==> config.mk <==
export PLATFORM = sky130hd
export DESIGN_NAME = rtc_core_cfg
export DESIGN_NICKNAME = d
export VERILOG_FILES = /design/src/rtl/rtc_core_cfg.sv
export SDC_FILE = /design/constraint.sdc
export NUM_CORES = 1
export LEC_CHECK = 0
export CAP_MARGIN = 10
export CELL_PAD_IN_SITES_DETAIL_PLACEMENT = 0
export CELL_PAD_IN_SITES_GLOBAL_PLACEMENT = 2
export CORE_MARGIN = 10
export CORE_UTILIZATION = 34
export CTS_BUF_LIST = sky130_fd_sc_hd__clkbuf_8 sky130_fd_sc_hd__clkbuf_16
export DETAILED_ROUTE_END_ITERATION = 16
export DONT_BUFFER_PORTS = 1
export GPL_TIMING_DRIVEN = 0
export PLACE_DENSITY_LB_ADDON = 0.1
export SLEW_MARGIN = 5
export SYNTH_ARGS = -nofsm -noshare
export SYNTH_HDL_FRONTEND = slang
export SYNTH_SLANG_ARGS = --single-unit
export TNS_END_PERCENT = 1
==> constraint.sdc <==
create_clock -name clk -period 3.6 [get_ports clk]
set_input_delay 0.72 -clock clk [delete_from_list [all_inputs] [get_ports clk]]
set_output_delay 0.72 -clock clk [all_outputs]
set_load 0.005 [all_outputs]
==> src/rtl/rtc_core_cfg.sv <==
// rtc_core_cfg: BCD HH:MM:SS real-time clock with prescaler, 12/24 h display, validated loads and HH:MM alarm.
module rtc_core_cfg #(
   parameter int TICKS_PER_SEC = 1,
   parameter bit ALARM_EN      = 1
) (
   input  logic        clk,
   input  logic        reset,
   input  logic        en,
   input  logic        mode_12h,
   input  logic        set_valid,
   input  logic [23:0] set_time,
   input  logic        alm_valid,
   input  logic [15:0] alm_time,
   input  logic        alm_arm,
   output logic [3:0]  HR_M,
   output logic [3:0]  HR_L,
   output logic [3:0]  MIN_M,
   output logic [3:0]  MIN_L,
   output logic [3:0]  SEC_M,
   output logic [3:0]  SEC_L,
   output logic        pm,
   output logic        sec_tick,
   output logic        day_wrap,
   output logic        alarm_hit,
   output logic        set_err
);
   localparam int PW = TICKS_PER_SEC > 1 ? $clog2(TICKS_PER_SEC) : 1;
   localparam logic [PW-1:0] LAST = PW'(TICKS_PER_SEC - 1);
   logic [PW-1:0] pc;
   logic [3:0] h_m, h_l, m_m, m_l, s_m, s_l;
   logic [3:0] n_h_m, n_h_l, n_m_m, n_m_l, n_s_m, n_s_l;
   logic [15:0] alm;
   logic c0, c1, c2, c3, wrap, tick, set_ok, alm_ok, hit;
   logic [4:0] hb, dh;
   function automatic logic hm_ok(input logic [15:0] t);
      return t[15:12] <= 4'd2 && t[11:8] <= (t[15:12] == 4'd2 ? 4'd3 : 4'd9) &&
             t[7:4] <= 4'd5 && t[3:0] <= 4'd9;
   endfunction
   assign tick   = en && pc == LAST;
   assign set_ok = set_valid && hm_ok(set_time[23:8]) && set_time[7:4] <= 4'd5 && set_time[3:0] <= 4'd9;
   assign alm_ok = alm_valid && hm_ok(alm_time);
   // Carry chain for the next second, each digit rolling only when all lower digits roll
   always_comb begin
      c0    = s_l == 4'd9;
      c1    = c0 && s_m == 4'd5;
      c2    = c1 && m_l == 4'd9;
      c3    = c2 && m_m == 4'd5;
      wrap  = c3 && h_m == 4'd2 && h_l == 4'd3;
      n_s_l = c0 ? 4'd0 : s_l + 4'd1;
      n_s_m = c1 ? 4'd0 : c0 ? s_m + 4'd1 : s_m;
      n_m_l = c2 ? 4'd0 : c1 ? m_l + 4'd1 : m_l;
      n_m_m = c3 ? 4'd0 : c2 ? m_m + 4'd1 : m_m;
      n_h_l = (wrap || (c3 && h_l == 4'd9)) ? 4'd0 : c3 ? h_l + 4'd1 : h_l;
      n_h_m = wrap ? 4'd0 : (c3 && h_l == 4'd9) ? h_m + 4'd1 : h_m;
      hit   = ALARM_EN && alm_arm && {n_h_m, n_h_l, n_m_m, n_m_l, n_s_m, n_s_l} == {alm, 8'h00};
   end
   always_ff @(posedge clk or posedge reset) begin
      if (reset) begin
         pc <= '0;
         {h_m, h_l, m_m, m_l, s_m, s_l} <= '0;
         alm <= '0;
         sec_tick <= 1'b0;
         day_wrap <= 1'b0;
         alarm_hit <= 1'b0;
         set_err <= 1'b0;
      end else begin
         sec_tick <= !set_ok && tick;
         day_wrap <= !set_ok && tick && wrap;
         alarm_hit <= !set_ok && tick && hit;
         set_err <= (set_valid && !set_ok) || (alm_valid && !alm_ok);
         if (alm_ok) alm <= alm_time;
         if (set_ok) begin
            {h_m, h_l, m_m, m_l, s_m, s_l} <= set_time;
            pc <= '0;
         end else if (en) begin
            pc <= tick ? '0 : pc + PW'(1);
            if (tick) {h_m, h_l, m_m, m_l, s_m, s_l} <= {n_h_m, n_h_l, n_m_m, n_m_l, n_s_m, n_s_l};
         end
      end
   end
   // 12 h view is derived from the 24 h registers via a binary hour
   assign hb    = 5'(h_m) * 5'd10 + 5'(h_l);
   assign dh    = hb == 5'd0 ? 5'd12 : hb > 5'd12 ? hb - 5'd12 : hb;
   assign HR_M  = mode_12h ? (dh >= 5'd10 ? 4'd1 : 4'd0) : h_m;
   assign HR_L  = mode_12h ? 4'(dh >= 5'd10 ? dh - 5'd10 : dh) : h_l;
   assign pm    = mode_12h && hb >= 5'd12;
   assign MIN_M = m_m;
   assign MIN_L = m_l;
   assign SEC_M = s_m;
   assign SEC_L = s_l;
endmodule

==> results of run 1 <==
==> cell families after synthesis <==
family,count (synthesis),share of synthesized area (%)
buffers and inverters,34,3.88
adders and majority gates,22,7.89
muxes,25,7.54
xor gates and xnor gates,19,5.03
AOI/OAI and AO/OA,108,18.2
and+or+nand+nor,162,26.1
DFF,45,31.4
==> flip-flops by register name (all words and copies together), names as in the netlist <==
signal and count:
pc 1, h_m 4, SEC_M 4, alm 16, MIN_M 4, alarm_hit 1
day_wrap 1, sec_tick 1, set_err 1, h_l 4, SEC_L 4, MIN_L 4
==> synth_stat cells, types with 2 or more instances <==
library cell / instances
a211oi_1: 4
a21o_1: 4
a21oi_1: 29
a22oi_1: 3
a31oi_1: 5
and2_1: 3
and3_1: 3
and3b_1: 3
buf_2: 6
clkbuf_1: 10
dfrtp_1: 45
ha_1: 21
inv_1: 17
mux2_2: 16
mux2i_1: 9
nand2_1: 29
nand2b_1: 5
nand3_1: 16
nand3b_1: 4
nand4_1: 3
nand4b_1: 3
nor2_1: 25
nor2b_1: 11
nor3_1: 22
nor3b_1: 5
nor4_1: 9
o211ai_1: 2
o21a_1: 4
o21ai_0: 39
o21ai_1: 4
or3_1: 2
or4_1: 4
or4b_2: 3
xnor2_1: 11
xor2_1: 7
==> area by class of cell <==
cell class / instances / area [sq um] / area share [%]
multi-input combinational: 336 / 2480 / 59.3
sequential: 45 / 1130 / 27.0
tap: 136 / 170 / 4.06
timing repair buffer: 17 / 160 / 3.83
buffer: 17 / 75.1 / 1.79
clock buffer: 5 / 68.8 / 1.64
inverter: 17 / 63.8 / 1.52
clock inverter: 2 / 35.0 / 0.837
==> power by group <==
part,total (mW),internal (mW),switching (mW)
Clock,0.387,0.202,0.185
Sequential,0.768,0.597,0.171
Combinational,0.953,0.465,0.488
Total,2.11,1.26,0.843
==> how the worst max path moves through the flow <==
stage / startpoint / endpoint / slack (ns) / depth (start not counted)
global route: h_m[0] / HR_L[2] / -0.43 / 14
finish: h_m[0] / HR_L[1] / -0.35 / 15
detailed placement: h_m[0] / HR_L[2] / -0.47 / 13
global placement: h_m[0] / HR_L[2] / -0.42 / 13
CTS: h_m[0] / HR_L[2] / -0.30 / 13
floorplan: h_m[0] / HR_L[2] / 0.01 / 13
==> stage by stage <==
step	total power [mW]	util, %	hold slack (ns)	setup WS (ns)	cell area, sq um
floorplan	1.28	-	0.475	0.0108	3600
global placement	1.47	36.7	0.504	-0.420	3770
detailed placement	1.49	36.9	0.508	-0.473	3790
CTS	2.04	40.2	0.276	-0.298	4130
global route	2.26	40.7	0.283	-0.425	4190
finish	2.11	40.7	0.266	-0.346	4190
==> what timing repair did <==
| action | CTS | global route |
|---|---|---|
| pin swaps | 11 | 6 |
| setup endpoints to repair | 4 | 4 |
| gates resized for setup | 23 | 9 |
| setup buffers | 15 | 1 |
==> layer usage <==
metal	vias up	share of wire [%]	global-route usage (%)
met3	11	5.3	3.72
met2	61	49	27.9
met5	-	0	0
met1	1593	45	20.3
met4	0	0.97	3.31
li1	1575	-	-
==> summary.md, run 1 <==
| Metric | Value |
|---|---|
| Most frequent cells in the layout | dfrtp_1 (41), o21ai_0 (39), nand2_1 (29), a21oi_1 (26), nor2_1 (25) |
| Total Routing Usage GR | 16.2% |
| Die width | ~120 um |
| Fin worst setup slack | -0.346 ns |
| Setup TNS | -1.13 ns |
| Clk pin slew, worst setup/hold paths | 0.10 ns |
| CORE AREA | between 10000 and 15000 sq um |
| CTS buffer count | 5 |
| Avg Cell Area, Syn | 8.63 sq um |
| Leak pwr | 1.67 nW |
| Placed cell count | around 550 |
| Root Driver | clkbuf_8 |
| Final GP Congestion | approximately 0.83 |
| Cells on worst reg2reg path | 9 |
| Count of cell types in the netlist | 64 |
| Worst Max-Slew Pin Slew | 0.753 ns |
| Critical path endpoint category | output pin |
| Commonest non-fill, non-tap cell in the layout | dfrtp_1 |
| Share of the yosys chip area belonging to registers | a little under a third |
| CP delay by family, top | adder cells |
| First DRT Iteration DRCs | 127 |
| Final Skew | between 0.01 and 0.015 ns |
| Syn Inst Count | ~420 |
| Violated checks | setup timing |
| Drc violations | 0 |
| CP Buf/Inv Count | 6 |
| Initial Util | 34.9% |
| Area contributors post-synth | dfrtp_1 (31%), ha_1 (7.3%), o21ai_0 (5.4%) |
| Critical-path cell list | buf_12 > ha_4 > ha_4 > xor2_4 > inv_2 > buf_4 > buf_4 > buf_4 > o21a_1 > nor2_1 > a21oi_2 > inv_1 > ha_2 > o21ai_4 > o41ai_2 |
| Drt wl/cell | around 21 um |
| Clk_lat worst skew | roughly 0.31 ns |
| EDFF count, synth | 0 |
| Crit start category | flop |
| Vias per inst | 5.63 |
| Number of global-route vias before repair | 3407 |
| Die extent in y | 123 um |
| Rel. slew slack | 49.3% |
| Hold_buf cts | 0 |
| Yosys warning count | 0 |
| Highest net fanout along the worst path | 4 |
| DR vias | 3240 |
| Hold Vio Cnt, Final | 0 |
| Ports | 76 |
| Upper clock frequency limit | about 0.25 GHz |
| Predominant post-synthesis flop cell | dfrtp_1 |
| Minimum clock period | a little under 4 ns |
| Synthesis-to-finish area growth | 16.9% |
| N_diodes | 0 |
| Final Non-Filler Cells | 575 |
| Net count after synthesis | 484 |
| CTS tree | built |
| Hold crit path type | primary input to async pin |
| VDD IR max | 0.000204 V |
| TritonRoute pass-1 iters | 5 |
| Remaining global-route overflow | 0 |
| WS Path Type | flop to output pin |
| First-pass GRT wire length | 19.2 mm |
| Max incr delay on CP | 0.45 ns |
| CP arrival | 3.23 ns |
| Largest area contributor in the netlist | dfrtp_1 |
| Initial antenna violation count | 0 |
| Mapped Area | 3580 sq um |
| Yosys top cell area share | 31.4% |
| Std cell rows | 37 |
| FF-to-FF End | alarm_hit |
| Crit path required time | about 2.9 ns |
| Worst path slowest cell | dfrtp_2 |
| R2r startpoint | MIN_M[0] |
| Largest net degree at the start of global routing | 31 |
| R2R Setup Slk | 0.74 ns |
| RSZ-0062 raised after global routing | true |
| Outcome | complete, but fails checks |
| I/O Buffers | 0 |
| Pwr/cell area | 503 nW/um^2 |
| Crit share post-route | 110% |
| Max_cap viols | 0 |
| WL final | between 10 and 15 mm |
| Final setup violation count | 4 |
| Clk sinks | 45 |
| Register bit total from synthesis | 45 |
| Antenna Nets Post-Route | 0 |
| Most common cell on crit path | buf_4 |
| Total die area | 15000 sq um |
| # fillers | 1090 |
| Layout cells sized above 1 | 19.8% |
| Count of pins over their slew limit | 0 |
| Clock Path Buffers | 2 |
| Fin nets | 508 |
| Clock H-tree levels | 2 |
| Post-DP HPWL | 9.26 mm |
| Ys async rst share | between 90% and 100% |
Note: power is estimated with default switching activity, not from simulation.
==> run 2, diff against run 1 <==
--- a/config.mk
+++ b/config.mk
@@ -5,16 +5,18 @@
 export SDC_FILE = /design/constraint.sdc
 export NUM_CORES = 1
 export LEC_CHECK = 0
+export ABC_AREA = 1
 export CAP_MARGIN = 10
 export CELL_PAD_IN_SITES_DETAIL_PLACEMENT = 0
 export CELL_PAD_IN_SITES_GLOBAL_PLACEMENT = 2
 export CORE_MARGIN = 10
-export CORE_UTILIZATION = 34
+export CORE_UTILIZATION = 32
 export CTS_BUF_LIST = sky130_fd_sc_hd__clkbuf_8 sky130_fd_sc_hd__clkbuf_16
 export DETAILED_ROUTE_END_ITERATION = 16
 export DONT_BUFFER_PORTS = 1
 export GPL_TIMING_DRIVEN = 0
 export PLACE_DENSITY_LB_ADDON = 0.1
+export RECOVER_POWER = 100
 export SLEW_MARGIN = 5
 export SYNTH_ARGS = -nofsm -noshare
 export SYNTH_HDL_FRONTEND = slang
==> summary.md, run 2 <==
| Metric | Value |
|---|---|
| Outcome | complete, but fails checks (unchanged) |
| Violated checks | capacitance limit, slew limit, setup timing (was setup timing) |
| Clk pin slew, worst setup/hold paths | 0.09 ns (was 0.10 ns) |
| Final Non-Filler Cells | 657 (was 575) |
| Share of the yosys chip area belonging to registers | 32.1% (was 31.4%) |
| Std cell rows | 38 (was 37) |
| Drt wl/cell | 16.5 um (was 20.9 um) |
| Ys async rst share | 100% (unchanged) |
| Remaining global-route overflow | 0 (unchanged) |
| Most numerous cell in the Yosys netlist | nand2_1 (was dfrtp_1) |
| Predominant post-synthesis flop cell | dfrtp_1 (unchanged) |
| Place WS | -0.106 ns (was -0.473 ns) |
| Initial antenna violation count | 0 (unchanged) |
| Minimum clock period | 3.69 ns (was 3.95 ns) |
| Critical path endpoint category | output pin (unchanged) |
| Total die area | 15500 sq um (was 15000 sq um) |
| Leak pwr | 1.99 nW (was 1.67 nW) |
| Hold slack | 0.275 ns (was 0.266 ns) |
| Antenna Nets Post-Route | 0 (unchanged) |
| Fin nets | 585 (was 508) |
| Layout cells sized above 1 | 11.2% (was 19.8%) |
| Overall power consumption | 2.09 mW (was 2.11 mW) |
| Pwr/cell area | 532 nW/um^2 (was 503 nW/um^2) |
| Commonest non-fill, non-tap cell in the layout | nand2_1 (was dfrtp_1) |
| Crit path required time | 2.88 ns (about the same) |
| Net count after synthesis | 569 (was 484) |
| Final setup violation count | 4 (unchanged) |
| I/O Buffers | 0 (unchanged) |
| Crit start category | flop (unchanged) |
| Upper clock frequency limit | 0.271 GHz (was 0.253 GHz) |
| First DRT Iteration DRCs | 115 (was 127) |
| Hold_buf cts | 0 (unchanged) |
| WL final | 10.8 mm (was 12.0 mm) |
| Largest area contributor in the netlist | dfrtp_1 (unchanged) |
| DR vias | 3176 (was 3240) |
| Synthesis-to-finish area growth | 11.9% (was 16.9%) |
| VDD IR max | 0.000206 V (was 0.000204 V) |
| Hold crit path type | primary input to async pin (unchanged) |
| Yosys top cell area share | 32.1% (was 31.4%) |
| Root Driver | clkbuf_8 (unchanged) |
| Vias per inst | 4.83 (was 5.63) |
| Clk_lat worst skew | 0.31 ns (about the same) |
| Clk sinks | 45 (unchanged) |
| N_diodes | 0 (unchanged) |
| Clock H-tree levels | 2 (unchanged) |
| Number of global-route vias before repair | 3083 (was 3407) |
| # fillers | 1189 (was 1090) |
| Most frequent cells in the layout | nand2_1 (163), inv_1 (71), nand3_1 (44), dfrtp_1 (43), nor2_1 (30) (was dfrtp_1 (41), o21ai_0 (39), nand2_1 (29), a21oi_1 (26), nor2_1 (25)) |
| RSZ-0062 raised after global routing | true (unchanged) |
| Largest net degree at the start of global routing | 37 (was 31) |
| Initial Util | 32.5% (was 34.9%) |
| Max_cap viols | 1 (was 0) |
| Yosys warning count | 0 (unchanged) |
| Final Skew | 0.00790 ns (was 0.0147 ns) |
| Die width | 125 um (was 123 um) |
| Mapped Area | 3510 sq um (was 3580 sq um) |
| Die extent in y | 125 um (was 123 um) |
| Final GP Congestion | 0.800 (was 0.835) |
| CORE AREA | 10800 sq um (was 10300 sq um) |
| CTS tree | built (unchanged) |
| Avg Cell Area, Syn | 7.01 sq um (was 8.63 sq um) |
| Post-DP HPWL | 8.74 mm (was 9.26 mm) |
| Highest net fanout along the worst path | 4 (unchanged) |
| Setup TNS | -0.245 ns (was -1.13 ns) |
| TritonRoute pass-1 iters | 4 (was 5) |
| First-pass GRT wire length | 17.3 mm (was 19.2 mm) |
| Count of pins over their slew limit | 37 (was 0) |
| Fin worst setup slack | -0.0927 ns (was -0.346 ns) |
| Count of cell types in the netlist | 38 (was 64) |
| Register bit total from synthesis | 45 (unchanged) |
| Syn Inst Count | 500 (was 415) |
| CP arrival | 2.97 ns (was 3.23 ns) |
| Placed cell count | 641 (was 552) |
| Clock Path Buffers | 2 (unchanged) |
| Rel. slew slack | -35.6% (was 49.3%) |
| Worst Max-Slew Pin Slew | 2.03 ns (was 0.753 ns) |
| Biggest register | alm (unchanged) |
| EDFF count, synth | 0 (unchanged) |
| Max FFs per register | 16 (unchanged) |
| WS Path Type | flop to output pin (unchanged) |
| Ports | 76 (unchanged) |
| Crit share post-route | 103% (was 110%) |
| Area contributors post-synth | dfrtp_1 (32%), nand2_1 (18%), inv_1 (7.7%) (was dfrtp_1 (31%), ha_1 (7.3%), o21ai_0 (5.4%)) |
| Total Routing Usage GR | 13.7% (was 16.2%) |
| Leading post-synthesis cells by instance count | nand2_1 (166), inv_1 (72), dfrtp_1 (45) (was dfrtp_1 (45), o21ai_0 (39), a21oi_1 (29), nand2_1 (29), nor2_1 (25)) |
| Hold Vio Cnt, Final | 0 (unchanged) |
| CTS buffer count | 5 (unchanged) |
| Drc violations | 0 (unchanged) |
==> run 2: cell types whose count changed after synthesis, moves of 21 or more <==
cell,change
nand2_1,+137
inv_1,+55
nand3_1,+28
a21oi_1,-26
nor3_1,-21
==> run 2: path summary, 6_finish.rpt <==
| path | startpoint | to | slack (ns) | cells past startpoint |
|---|---|---|---|---|
| max in group asynchronous | reset | SEC_L[2] | 1.08 | 2 |
| max reg2reg | SEC_M[1] | alarm_hit | 1.37 | 16 |
| min | reset | h_m[2] | 0.27 | 1 |
| min in group clk | en | pc | 0.47 | 1 |
| min reg2reg | alm[14] | alm[14] | 0.48 | 2 |
| max | h_l[1] | HR_L[2] | -0.09 | 17 |
==> run 2: kinds of logic after synthesis <==
family / Yosys count / share of synthesized area [%]
simple gates: 273 / 35.9
buf+inv: 88 / 9.67
compound gates: 61 / 11.5
flops: 45 / 32.1
fa+ha+maj: 22 / 8.07
xor+xnor: 11 / 2.75
==> run 2: where the power goes <==
part / internal (mW) / total, mW / switching [mW]
sequential: 0.613 / 0.767 / 0.154
clock: 0.132 / 0.322 / 0.190
combinational: 0.408 / 0.996 / 0.588
total: 1.15 / 2.09 / 0.932
==> run 2: critical path, stage by stage, from the launching register on <==
cell	delay (ns)
dfrtp_2	0.46
ha_4	0.18
fa_2	0.43
xnor2_4	0.20
inv_2	0.07
ha_4	0.16
inv_2	0.05
nor2_2	0.04
o211ai_1	0.19
inv_1	0.07
nor2_2	0.13
ha_2	0.20
nand2_1	0.05
nand2_1	0.09
nand2_2	0.07
nand2_1	0.07
nand3_1	0.06
nand2_1	0.11
==> run 2: timing repair <==
action                                  in CTS  in global routing
resized for setup                           15                  7
gates cloned                                 0                  0
pin swaps                                    4                 11
endpoints found under the setup margin       4                  4
buffers inserted                             4                  4
==> run 2: final cells by class <==
type / count / area (sq um) / share of cell area (%)
repair buffers: 9 / 67.6 / 1.72
inverters: 77 / 289 / 7.37
plain buffers: 11 / 48.8 / 1.24
well taps: 140 / 175 / 4.47
multi-input cells: 367 / 2130 / 54.3
flip-flops and latches: 45 / 1130 / 28.8
clock buffers: 5 / 68.8 / 1.75
clock inverters: 3 / 13.8 / 0.351
==> run 2: stage by stage <==
stage	instance area [sq um]	util (%)
final	3920	36.3
after global routing	3920	36.3
after CTS	3880	35.9
after detailed placement	3700	34.3
after global placement	3680	34.1
after floorplan	3510	-
==> run 2: layer usage <==
layer	up-vias	track usage, %	part of all wire, %
met2	63	21.0	45
met3	5	3.91	5.7
met1	1451	18.6	48
met4	0	2.88	0.82
met5	-	0	0
li1	1657	-	-
==> run 3, diff against run 2 <==
--- a/config.mk
+++ b/config.mk
@@ -9,13 +9,13 @@
 export CAP_MARGIN = 10
 export CELL_PAD_IN_SITES_DETAIL_PLACEMENT = 0
 export CELL_PAD_IN_SITES_GLOBAL_PLACEMENT = 2
+export CORE_ASPECT_RATIO = 0.5
 export CORE_MARGIN = 10
 export CORE_UTILIZATION = 32
-export CTS_BUF_LIST = sky130_fd_sc_hd__clkbuf_8 sky130_fd_sc_hd__clkbuf_16
 export DETAILED_ROUTE_END_ITERATION = 16
 export DONT_BUFFER_PORTS = 1
 export GPL_TIMING_DRIVEN = 0
-export PLACE_DENSITY_LB_ADDON = 0.1
+export PLACE_DENSITY_LB_ADDON = 0.25
 export RECOVER_POWER = 100
 export SLEW_MARGIN = 5
 export SYNTH_ARGS = -nofsm -noshare
==> summary.md, run 3 (synthesized netlist as in run 2, its figures left out) <==
| Metric | Value |
|---|---|
| Ports | 76 (unchanged) |
| Most frequent cells in the layout | nand2_1 (161), inv_1 (71), nand3_1 (44), dfrtp_1 (42), nor2_1 (31) (was nand2_1 (163), inv_1 (71), nand3_1 (44), dfrtp_1 (43), nor2_1 (30)) |
| Final Non-Filler Cells | 655 (was 657) |
| Number of global-route vias before repair | 3236 (was 3083) |
| Worst path slowest cell | fa_2 (was dfrtp_2) |
| CTS buffer count | 5 (unchanged) |
| Fin worst setup slack | 0.0663 ns (was -0.0927 ns) |
| CORE AREA | 10400 sq um (was 10800 sq um) |
| WS Path Type | flop to output pin (unchanged) |
| Worst Hold Path EP | alm[14] |
| Std cell rows | 26 (was 38) |
| Clock H-tree levels | 2 (unchanged) |
| Critical-path cell list | ha_4 > fa_2 > inv_1 > ha_1 > inv_1 > nor2_1 > nand2_1 > nand2_2 > nor2_2 > ha_2 > nand2_1 > nand2_2 > nand2_2 > nand2_1 > nand3_1 > nand2_1 (was ha_4 > fa_2 > xnor2_4 > inv_2 > ha_4 > inv_2 > nor2_2 > o211ai_1 > inv_1 > nor2_2 > ha_2 > nand2_1 > nand2_1 > nand2_2 > nand2_1 > nand3_1 > nand2_1) |
| CP arrival | 2.81 ns (was 2.97 ns) |
| Internal power | 1.35 mW (was 1.15 mW) |
| Initial antenna violation count | 0 (unchanged) |
| Upper clock frequency limit | 0.283 GHz (was 0.271 GHz) |
| VDD IR max | 0.000192 V (was 0.000206 V) |
| Total Routing Usage GR | 13.7% (about the same) |
| Worst Max-Slew Pin Slew | 1.40 ns (was 2.03 ns) |
| Hold crit path type | flop to flop (was primary input to async pin) |
| Leak pwr | 2.01 nW (was 1.99 nW) |
| Critical path origin | h_m[0] (was h_l[1]) |
| Critical path endpoint category | output pin (unchanged) |
| Max incr delay on CP | 0.56 ns (was 0.46 ns) |
| Commonest non-fill, non-tap cell in the layout | nand2_1 (unchanged) |
| TritonRoute pass-1 iters | 4 (unchanged) |
| Cells on worst reg2reg path | 12 (was 16) |
| Clk_lat worst skew | 0.29 ns (was 0.31 ns) |
| RSZ-0062 raised after global routing | true (unchanged) |
| Die extent in y | 94.0 um (was 125 um) |
| Hold slack | 0.473 ns (was 0.275 ns) |
| Clock power frac | 24.3% (was 15.4%) |
| # fillers | 1112 (was 1189) |
| Switching Share | 41.2% (was 44.7%) |
| Max_cap viols | 0 (was 1) |
| First-pass GRT wire length | 17.4 mm (was 17.3 mm) |
| Largest net degree at the start of global routing | 25 (was 37) |
| Hold_buf cts | 0 (unchanged) |
| Outcome | completed (was complete, but fails checks) |
| Count of pins over their slew limit | 0 (was 37) |
| First DRT Iteration DRCs | 142 (was 115) |
| Die width | 168 um (was 125 um) |
| R2r startpoint | h_m[0] (was SEC_M[1]) |
| Clk pin slew, worst setup/hold paths | 0.07 ns (was 0.09 ns) |
| FF-to-FF End | alarm_hit (unchanged) |
| Initial Util | 33.6% (was 32.5%) |
| Remaining global-route overflow | 0 (unchanged) |
| Final setup violation count | 0 (was 4) |
| Most common cell on crit path | nand2_1 (unchanged) |
| Rel. slew slack | 6.81% (was -35.6%) |
| Setup TNS | 0 ns (was -0.245 ns) |
| Final Skew | 0.00685 ns (was 0.00790 ns) |
| Placed cell count | 641 (unchanged) |
| N_diodes | 0 (unchanged) |
| Clock Path Buffers | 2 (unchanged) |
| Combinational share of power | 41.9% (was 47.8%) |
| Crit share post-route | 98.2% (was 103%) |
| Total die area | 15800 sq um (was 15500 sq um) |
| Vias per inst | 4.85 (was 4.83) |
| Worst hold stages | 2 |
| Drc violations | 0 (unchanged) |
| Biggest register | alm (unchanged) |
| Synthesis-to-finish area growth | 13.5% (was 11.9%) |
| Layout cells sized above 1 | 11.3% (was 11.2%) |
| Overall power consumption | 2.30 mW (was 2.09 mW) |
| Final GP Congestion | 0.799 (was 0.800) |
| DR vias | 3177 (was 3176) |
| Highest net fanout along the worst path | 4 (unchanged) |
| Part of the power in registers | 33.8% (was 36.8%) |
| Root Driver | clkbuf_16 (was clkbuf_8) |
| Post-DP HPWL | 8.67 mm (was 8.74 mm) |
| Fin nets | 583 (was 585) |
| Sw power | 948 uW (was 932 uW) |
| Max FFs per register | 16 (unchanged) |
| I/O Buffers | 0 (unchanged) |
| Hold Vio Cnt, Final | 0 (unchanged) |
| Place WS | -0.0597 ns (was -0.106 ns) |
| R2R Setup Slk | 1.28 ns (was 1.37 ns) |
| Crit start category | flop (unchanged) |
| Crit path required time | 2.88 ns (about the same) |
| Minimum clock period | 3.53 ns (was 3.69 ns) |
| HP Start | alm[14] |
| Antenna Nets Post-Route | 0 (unchanged) |
| Drt wl/cell | 16.6 um (was 16.5 um) |
| WL final | 10.9 mm (was 10.8 mm) |
| CTS tree | built (unchanged) |
| Pwr/cell area | 577 nW/um^2 (was 532 nW/um^2) |
| Clk sinks | 45 (unchanged) |
==> run 3: stage by stage <==
stage | cell area (sq um) | utilization [%]
6_report | 3980 | 38.1
5_1_grt | 3980 | 38.1
3_3_place_gp | 3680 | 35.3
4_1_cts | 3990 | 38.2
3_5_place_dp | 3700 | 35.4
2_1_floorplan | 3510 | -
==> run 3: what timing repair did <==
action | in CTS | in global routing
buffers inserted | 6 | 0
setup endpoints to repair | 4 | 4
cloned | 0 | 0
hold endpoints to repair | 0 | 0
pin swaps | 4 | 2
gates resized for setup | 16 | 5
==> run 3: worst max-delay path by stage <==
stage / to
finish: HR_L[2]
global route: HR_L[2]
CTS: HR_L[2]
detailed placement: HR_L[1]
global placement: HR_L[1]
floorplan: HR_L[1]
==> run 3: cell type report <==
type	count	area [sq um]	share of cell area (%)
Buffer	11	48.8	1.23
Timing Repair Buffer	7	48.8	1.23
Tap cell	140	175	4.40
Sequential cell	45	1130	28.4
Clock inverter	2	37.5	0.943
Clock buffer	6	139	3.49
Inverter	77	289	7.26
Multi-Input combinational cell	367	2110	53.1
==> run 3: critical path: cells and delay by family (launching register included) <==
kind	cells	cell delay, ns
simple gates	10	0.80
fa+ha+maj	4	1.14
buf+inv	2	0.12
flops	1	0.47
==> run 3: power by group through the flow <==
| stage | Clock (mW) | Sequential, mW | Combinational (mW) |
|---|---|---|---|
| after global placement | 0 | 0.784 | 0.849 |
| after detailed placement | 0 | 0.785 | 0.851 |
| after CTS | 0.578 | 0.781 | 0.954 |
| after floorplan | 0 | 0.728 | 0.688 |
| final | 0.558 | 0.777 | 0.964 |
| after global routing | 0.595 | 0.799 | 1.11 |
==> run 3: per-layer routing <==
metal / global-route usage (%) / routed length, um / vias up
met5: 0 / 0 / -
met2: 22.1 / 4790 / 53
li1: - / - / 1650
met1: 17.8 / 5310 / 1467
met3: 4.01 / 688 / 7
met4: 2.95 / 80 / 0
